[config.mk]
export PLATFORM = sky130hd
export DESIGN_NAME = vga_layer_mixer
export DESIGN_NICKNAME = d
export VERILOG_FILES = /design/src/rtl/vga_pkg.sv /design/src/rtl/vga_prio_enc.sv /design/src/rtl/vga_layer_mixer.sv
export SDC_FILE = /design/constraint.sdc
export NUM_CORES = 1
export LEC_CHECK = 0
export CAP_MARGIN = 20
export CORE_MARGIN = 5
export CORE_UTILIZATION = 45
export CTS_BUF_LIST = sky130_fd_sc_hd__clkbuf_4
export CTS_CLUSTER_SIZE = 10
export DETAILED_ROUTE_END_ITERATION = 8
export GPL_ROUTABILITY_DRIVEN = 0
export GPL_TIMING_DRIVEN = 0
export PLACE_DENSITY = 0.66
export SLEW_MARGIN = 20
export SYNTH_ARGS = -nofsm -noshare
export SYNTH_HDL_FRONTEND = slang
export SYNTH_SLANG_ARGS = --single-unit
[constraint.sdc]
create_clock -name vga_clk -period 1.97 [get_ports vga_clk]
set_input_delay 0.591 -clock vga_clk [delete_from_list [all_inputs] [get_ports vga_clk]]
set_output_delay 0.591 -clock vga_clk [all_outputs]
set_load 0.05 [all_outputs]
[src/rtl/vga_pkg.sv]
// ============================================================================
// Module  : vga_pkg
// Brief   : Shared types, default palette encoding and helpers for the VGA mixer.
// Revision: 1.0
// ============================================================================
`default_nettype none

package vga_pkg;

  localparam int DEF_COLOR_W = 4;

  typedef struct packed {
    logic [DEF_COLOR_W-1:0] r;
    logic [DEF_COLOR_W-1:0] g;
    logic [DEF_COLOR_W-1:0] b;
  } rgb_t;

  // Default palette as channel-saturation masks {r,g,b}; each set bit means max.
  localparam logic [2:0] DEF_PAL_L0 = 3'b100;
  localparam logic [2:0] DEF_PAL_L1 = 3'b010;
  localparam logic [2:0] DEF_PAL_L2 = 3'b001;
  localparam logic [2:0] DEF_PAL_LX = 3'b111;
  localparam logic [2:0] DEF_PAL_BG = 3'b000;

  function automatic int BG_IDX(input int num_layers);
    return num_layers;
  endfunction

  function automatic logic [2:0] def_pal_mask(input int idx, input int num_layers);
    if (idx == num_layers) return DEF_PAL_BG;
    case (idx)
      0:       return DEF_PAL_L0;
      1:       return DEF_PAL_L1;
      2:       return DEF_PAL_L2;
      default: return DEF_PAL_LX;
    endcase
  endfunction

endpackage

`default_nettype wire

[src/rtl/vga_prio_enc.sv]
// ============================================================================
// Module  : vga_prio_enc
// Brief   : Lowest-set-bit priority encoder with an explicit none flag.
// Revision: 1.0
// ============================================================================
`default_nettype none

module vga_prio_enc #(
  parameter int N  = 4,
  parameter int IW = 3
) (
  input  logic [N-1:0]  req_i,
  output logic [IW-1:0] idx_o,
  output logic          none_o
);

  // Scanning downward lets the lowest set bit overwrite all higher ones.
  always_comb begin
    idx_o  = '0;
    none_o = 1'b1;
    for (int i = N - 1; i >= 0; i--) begin
      if (req_i[i]) begin
        idx_o  = IW'(i);
        none_o = 1'b0;
      end
    end
  end

endmodule

`default_nettype wire

[src/rtl/vga_layer_mixer.sv]
// ============================================================================
// Module  : vga_layer_mixer
// Brief   : Priority layer compositor with frame-synchronous palette, collision
//           reporting and sync delay. Optional blink: VGA_LAYER_MIXER_BLINK_EN.
// Revision: 1.0
// ============================================================================
`default_nettype none

module vga_layer_mixer
  import vga_pkg::*;
#(
  parameter int NUM_LAYERS = 4,
  parameter int COLOR_W    = DEF_COLOR_W,
  parameter int IDX_W      = 3,
`ifdef VGA_LAYER_MIXER_BLINK_EN
  localparam int PAL_W     = 3 * COLOR_W + 1
`else
  localparam int PAL_W     = 3 * COLOR_W
`endif
) (
  input  logic                  vga_clk,
  input  logic                  reset_n,
  input  logic                  disparea,
  input  logic                  hs_in,
  input  logic                  vs_in,
  input  logic [NUM_LAYERS-1:0] layer_hit,
  input  logic                  cfg_we,
  input  logic [IDX_W-1:0]      cfg_addr,
  input  logic [PAL_W-1:0]      cfg_data,
  output logic                  hs_out,
  output logic                  vs_out,
  output logic [COLOR_W-1:0]    vga_r,
  output logic [COLOR_W-1:0]    vga_g,
  output logic [COLOR_W-1:0]    vga_b,
  output logic                  frame_start,
  output logic [NUM_LAYERS-1:0] collide_mask
);

  localparam int RGB_W = 3 * COLOR_W;
  localparam int BG    = BG_IDX(NUM_LAYERS);

  typedef logic [PAL_W-1:0] pal_t;

  function automatic pal_t default_entry(input int idx);
    logic [2:0] m;
    pal_t       e;
    m = def_pal_mask(idx, NUM_LAYERS);
    e = '0;
    e[RGB_W-1:0] = {{COLOR_W{m[2]}}, {COLOR_W{m[1]}}, {COLOR_W{m[0]}}};
    return e;
  endfunction

  pal_t                  shadow_q [NUM_LAYERS+1];
  pal_t                  shadow_d [NUM_LAYERS+1];
  pal_t                  active_q [NUM_LAYERS+1];
  pal_t                  active_d [NUM_LAYERS+1];
  logic                  vs_prev_q;
  logic [IDX_W-1:0]      sel_q, sel_d;
  logic                  de1_q, hs1_q, vs1_q;
  logic [RGB_W-1:0]      rgb_q, rgb_d;
  logic                  hs_q, vs_q;
  logic [NUM_LAYERS-1:0] acc_q, acc_d;
  logic [NUM_LAYERS-1:0] collide_q, collide_d;

  logic                  w_frame_start;
  logic [NUM_LAYERS-1:0] w_vis;
  logic [NUM_LAYERS-1:0] w_hits;
  logic                  w_multi;
  logic [IDX_W-1:0]      w_enc_idx;
  logic                  w_enc_none;

  // Gated by reset_n so the pulse stays low while the block is held in reset.
  assign w_frame_start = reset_n & vs_prev_q & ~vs_in;

`ifdef VGA_LAYER_MIXER_BLINK_EN
  logic [5:0]            frame_cnt_q, frame_cnt_d;
  logic [NUM_LAYERS-1:0] w_blink;

  always_comb begin
    w_blink = '0;
    for (int i = 0; i < NUM_LAYERS; i++) begin
      w_blink[i] = active_q[i][PAL_W-1];
    end
  end

  assign frame_cnt_d = w_frame_start ? frame_cnt_q + 6'd1 : frame_cnt_q;
  assign w_vis = layer_hit & {NUM_LAYERS{disparea}} & ~(w_blink & {NUM_LAYERS{frame_cnt_q[5]}});

  always_ff @(posedge vga_clk or negedge reset_n) begin
    if (!reset_n) frame_cnt_q <= 6'd0;
    else          frame_cnt_q <= frame_cnt_d;
  end
`else
  assign w_vis = layer_hit & {NUM_LAYERS{disparea}};
`endif

  vga_prio_enc #(
    .N  (NUM_LAYERS),
    .IW (IDX_W)
  ) u_prio_enc (
    .req_i  (w_vis),
    .idx_o  (w_enc_idx),
    .none_o (w_enc_none)
  );

  assign sel_d = w_enc_none ? IDX_W'(BG) : w_enc_idx;

  // Collision uses the raw hits, so blink-masked layers still register overlap.
  generate
    if (NUM_LAYERS == 1) begin : g_single
      assign w_multi = 1'b0;
    end else begin : g_multi
      assign w_multi = disparea && ((layer_hit & (layer_hit - NUM_LAYERS'(1))) != '0);
    end
  endgenerate

  assign w_hits    = w_multi ? layer_hit : '0;
  assign acc_d     = w_frame_start ? '0 : (acc_q | w_hits);
  assign collide_d = w_frame_start ? (acc_q | w_hits) : collide_q;

  // The active copy takes the pre-edge shadow, so a same-cycle write waits a frame.
  always_comb begin
    shadow_d = shadow_q;
    active_d = active_q;
    if (w_frame_start) active_d = shadow_q;
    if (cfg_we && (cfg_addr <= IDX_W'(BG))) shadow_d[cfg_addr] = cfg_data;
  end

  assign rgb_d = de1_q ? active_q[sel_q][RGB_W-1:0] : '0;

  always_ff @(posedge vga_clk or negedge reset_n) begin
    if (!reset_n) begin
      for (int i = 0; i <= NUM_LAYERS; i++) begin
        shadow_q[i] <= default_entry(i);
        active_q[i] <= default_entry(i);
      end
      vs_prev_q <= 1'b1;
      sel_q     <= '0;
      de1_q     <= 1'b0;
      hs1_q     <= 1'b1;
      vs1_q     <= 1'b1;
      rgb_q     <= '0;
      hs_q      <= 1'b1;
      vs_q      <= 1'b1;
      acc_q     <= '0;
      collide_q <= '0;
    end else begin
      shadow_q  <= shadow_d;
      active_q  <= active_d;
      vs_prev_q <= vs_in;
      sel_q     <= sel_d;
      de1_q     <= disparea;
      hs1_q     <= hs_in;
      vs1_q     <= vs_in;
      rgb_q     <= rgb_d;
      hs_q      <= hs1_q;
      vs_q      <= vs1_q;
      acc_q     <= acc_d;
      collide_q <= collide_d;
    end
  end

  assign vga_r        = rgb_q[3*COLOR_W-1:2*COLOR_W];
  assign vga_g        = rgb_q[2*COLOR_W-1:COLOR_W];
  assign vga_b        = rgb_q[COLOR_W-1:0];
  assign hs_out       = hs_q;
  assign vs_out       = vs_q;
  assign frame_start  = w_frame_start;
  assign collide_mask = collide_q;

endmodule

`default_nettype wire
---- Word level (Yosys, flattened, before mapping) ----
Index checks and enable logic that the tools add are counted.
operators by class
  divide/modulo/power cells ............... 0
  reductions and logical operators ........ 4
  add/subtract/negate cells ............... 1
  $lt $le $gt $ge ......................... 4
  multiplexer cells ....................... 18
  bitwise logic cells ..................... 8
  multipliers ............................. 0
  shift operators ......................... 0
  equal/unequal tests ..................... 0
operators by type and width
  cell                                                                           number
  60-bit bitwise mux                                                             1
  12-bit two-way mux                                                             4
  12-bit binary-select mux with 3-bit select                                     1
  12-bit demux with 3-bit select                                                 1
  4-bit AND                                                                      2
  4-bit >= comparator (second input constant)                                    2
  2-bit two-way mux                                                              4
  4-bit two-way mux                                                              2
  3-bit inverter with 4-bit output                                               2
  4-bit by 1-bit less-than comparator with 1-bit output (second input constant)  1
  1-bit two-way mux                                                              4
  4-bit OR                                                                       1
  4-bit nonzero test                                                             1
  4-bit by 1-bit subtractor with 4-bit output (second input constant)            1
  3-bit less-or-equal comparator (second input constant)                         1
  1-bit logical AND                                                              3
  3-bit two-way mux                                                              1
  1-bit AND                                                                      2
  1-bit inverter                                                                 1
storage, ports and cells
  ROM bits ................................ 0
  flip-flop bits (word level) ............. 148
  RAM bits ................................ 0
  memories ................................ 0
  latch bits .............................. 0

---- Logic depth before layout (Yosys ltp) ----
  depth in word-level cells ............... 7
  mapped depth ............................ 5
  mapped depth without buffers ............ 3

---- Hierarchy ----
From an unflattened synthesis, not the netlist that was laid out.
second synthesis, totals
  cell total of the unflattened synthesis .. 391
  area, all modules ....................... 6172.2 µm²
by module, submodules not included
  module           sequential area each (µm²)  cells each  area each (µm²)  times used
  vga_layer_mixer  3768.6                      383         6124.6           1
  vga_prio_enc     0.0                         8           47.5             1

---- Worst setup path before layout ----
No wires, ideal clock.
  path kind ............................... input to output
  start point ............................. input vs_in
  end point ............................... output frame_start
  setup slack ............................. -83 ps
  arrival ................................. 1462 ps
  buffers on the path ..................... 2
  required time ........................... 1379 ps
  stages on the path ...................... 4
  path through ............................ nand3b_4 buf_2 buf_2 inv_1
between the ends
  cells in the longest elaborated chain, start to end .. 2
ends and longest elaborated chain
  what             line                   text
  start, declared  vga_layer_mixer.sv:25  input logic vs_in,
  1-bit inverter   vga_layer_mixer.sv:73  assign w_frame_start = reset_n & vs_prev_q & ~vs_in;
  1-bit AND        vga_layer_mixer.sv:73
  end, declared    vga_layer_mixer.sv:35  output logic frame_start,
Every way passes these cells.

---- Worst setup path after layout ----
Same ends and word-level chain as after synthesis.

==> impl_metrics.ini <==
[power_and_ir_drop]
swShare = 0.2704
power.internal_uw = 5510
leakage_uw = 0.003038
p_per_area_nw_per_um2 = 1075
power.share.clock = 0.204
peakVddDrop_uv = 543.5
p_sw_uw = 2042
finalPower_uw = 7552
seq_power_share = 0.579
combPwrFrac = 0.218

[setup_path]
cp-start-kind = primary input
end_kind = output port
ff2ff_setup_slack_ns = 0.29
worstPathRequired_ns = 1.38
crit_fanout = 3
cp.arrival_ns = 1.55
crit_type = in -> out

[global_routing]
grt.overflow.total = 0
grt_pass1_vias = 3690
antenna_found_initial = 0
grt_max_degree = 80
grt_use_total = 0.1625
grt_pass1_wl_microns = 19770

[yosys]
synthFlopType = dfrtp_1
ys_top_cells_by_count = mux2_2, dfrtp_1, dfstp_2
synth_async_sr_flop_share = 1.000
yosysWarnings = 0
syn-num-nets = 407
ys_ff_latch = 148
netlist_area_sq_um = 6070
synth_edf_count = 0
synth_top_area_share = 0.3958
synth.area.top_cells = dfrtp_1, dfstp_2, mux2_2
yosysTopAreaCell = dfrtp_1
syn_inst = 382
yosysMostFrequentCell = mux2_2
ys_seq_area_frac = 0.6209
avgSynthCellArea_sq_um = 15.89
synth_cell_types = 27

[route]
drt_first_iter_violations = 195
wl_per_cell_microns = 18.81
final_antenna_net_count = 0
drt-total-wl_microns = 11960
vias = 3321
via_per_inst = 5.222
dr.pass1.iters = 4
route.detailed.drc = 0

[sta]
min_period_ns = 2.140
post-route-period-util = 1.086
slew_viol_final = 0
rsz0062_at_grt = yes
max_slew_margin = 0.5171
finClkSkew_ns = 0.01344
max_freq_ghz = 0.4673
tightest_slew_ns = 0.7243
setup_slack_ns = -0.1699
setup_viol = 1
hold_viol = 0

[die]
ios = 44
die_y_microns = 126.1
die_w_microns = 126.1
initial_core_util = 0.4583
die_area_sq_um = 15910
core-area_sq_um = 13240
rows = 42

[layout]
drive_gt1_frac = 0.5935
multi_input_area_sq_um = 2148
area_delta_synth_final_pct = 15.75
nets = 472
fin_util = 0.5305
seq_area_sq_um = 3769
diodes = 0
stdcell_area_sq_um = 7025
nFillCells = 1161

[clock_network]
cts_sinks = 148
root_buffer = clkbuf_4
cts.htree.levels = 4
clock_latency_ns = 0.55
cts_buffers = 17
path_clk_slew_ns = 0.11
cts.path.max_buffers = 2
cts_tree = built

[worst_hold_path]
min_path_type = in -> async

[place]
portBuffers = 43
place_area_sq_um = 6759
post-dp-hpwl_microns = 7369

[flow_run]
drv_cap = 0

[status]
status = finished with violations
violations = negative setup slack
[worst paths after layout]
check / start / cells after the start / endpoint
worst max-delay path: vs_in / 4 / frame_start
worst min-delay path: reset_n / 1 / hs_out
worst max register to register: sel_q[2] / 4 / rgb_q[10]
worst min register to register: hs1_q / 0 / hs_out
max in group asynchronous: reset_n / 2 / active_q[59]
min in group vga_clk: hs1_q / 0 / hs_out
[layer usage]
metal  vias to the layer above  routed length, microns  global-route usage
li1                       1502                       -                   -
met4                         0                     172             0.06877
met1                      1736                    5668              0.2240
met3                        15                     411             0.03599
met2                        68                    5710              0.2495
met5                         -                       0                   0
[power by group through the flow]
stage                     registers [uW]  clock network [uW]  logic [uW]
final                               4370                1540        1640
after global placement              4390                   0        1620
after detailed placement            4430                   0        1680
after floorplan                     4540                   0        1010
after global routing                4470                1750        1780
after CTS                           4370                1610        1680
[cells by family (layout without fill, tap and decap cells)]
group                  after synthesis  in the layout  synth area share
AO/OA/AOI/OAI                       23             23           0.02577
buffers and inverters               21             99           0.02515
flip-flops                         148            148            0.6209
multiplexers                       144            144            0.2814
AND/OR/NAND/NOR                     46             46           0.04679
[state kept, by name (all words and copies together) (netlist names)]
register / flops
active_q: 60
shadow_q: 60
rgb_q: 12
acc_q: 4
collide_mask: 4
sel_q: 3
de1_q: 1
hs1_q: 1
hs_out: 1
vs1_q: 1
vs_out: 1
[what timing repair did]
| action | in CTS | in global routing |
|---|---|---|
| gates resized for setup | 69 | 4 |
| setup endpoints to repair | 19 | 4 |
| buffers inserted | 3 | 0 |
| hold endpoints to repair | 41 | 0 |
| hold buffers | 1 | 0 |
[metrics by stage]
step	setup slack (ns)	instances	hold slack (ns)	TNS, ns
3_5_place_dp	-1.247	602	0.3530	-18.08
3_3_place_gp	-6.216	601	0.3481	-1047.38
6_report	-0.1699	636	0.1496	-0.1699
5_1_grt	-0.2332	636	0.1245	-0.2332
2_1_floorplan	0.01187	382	0.2954	0
4_1_cts	-0.2936	637	0.1133	-0.2936
[placed cells by master (no fill, tap or decap), types with 2 or more instances in the layout]
cell,netlist,layout
buf_16,0,2
dfstp_2,52,52
or3_1,4,4
buf_6,6,6
a31oi_1,4,4
o21ai_0,5,5
a22oi_1,11,11
buf_8,0,2
mux2_4,23,23
buf_2,10,9
mux2_2,121,121
clkbuf_4,0,25
and4bb_4,2,2
clkinv_2,0,5
nor2_1,4,4
nor3b_1,2,2
clkinv_1,0,3
nand2_1,27,27
buf_4,0,4
clkdlybuf4s15_2,0,14
inv_1,3,2
dfrtp_1,96,96
clkdlybuf4s50_1,0,23
[critical path, cell delays in order]
cell and delay [ns]:
clkdlybuf4s50_1 0.49, nand3b_4 0.19, clkinvlp_4 0.12, buf_8 0.16
[cell type report]
type	instances	share of cell area
flip-flops and latches	148	0.5364
clock inverters	8	0.005165
inverters	3	0.002137
plain buffers	16	0.01870
clock buffers	24	0.02565
well taps	176	0.03134
repair buffers	48	0.07480
multi-input cells	213	0.3058
Power figures use the tool's default switching activity.
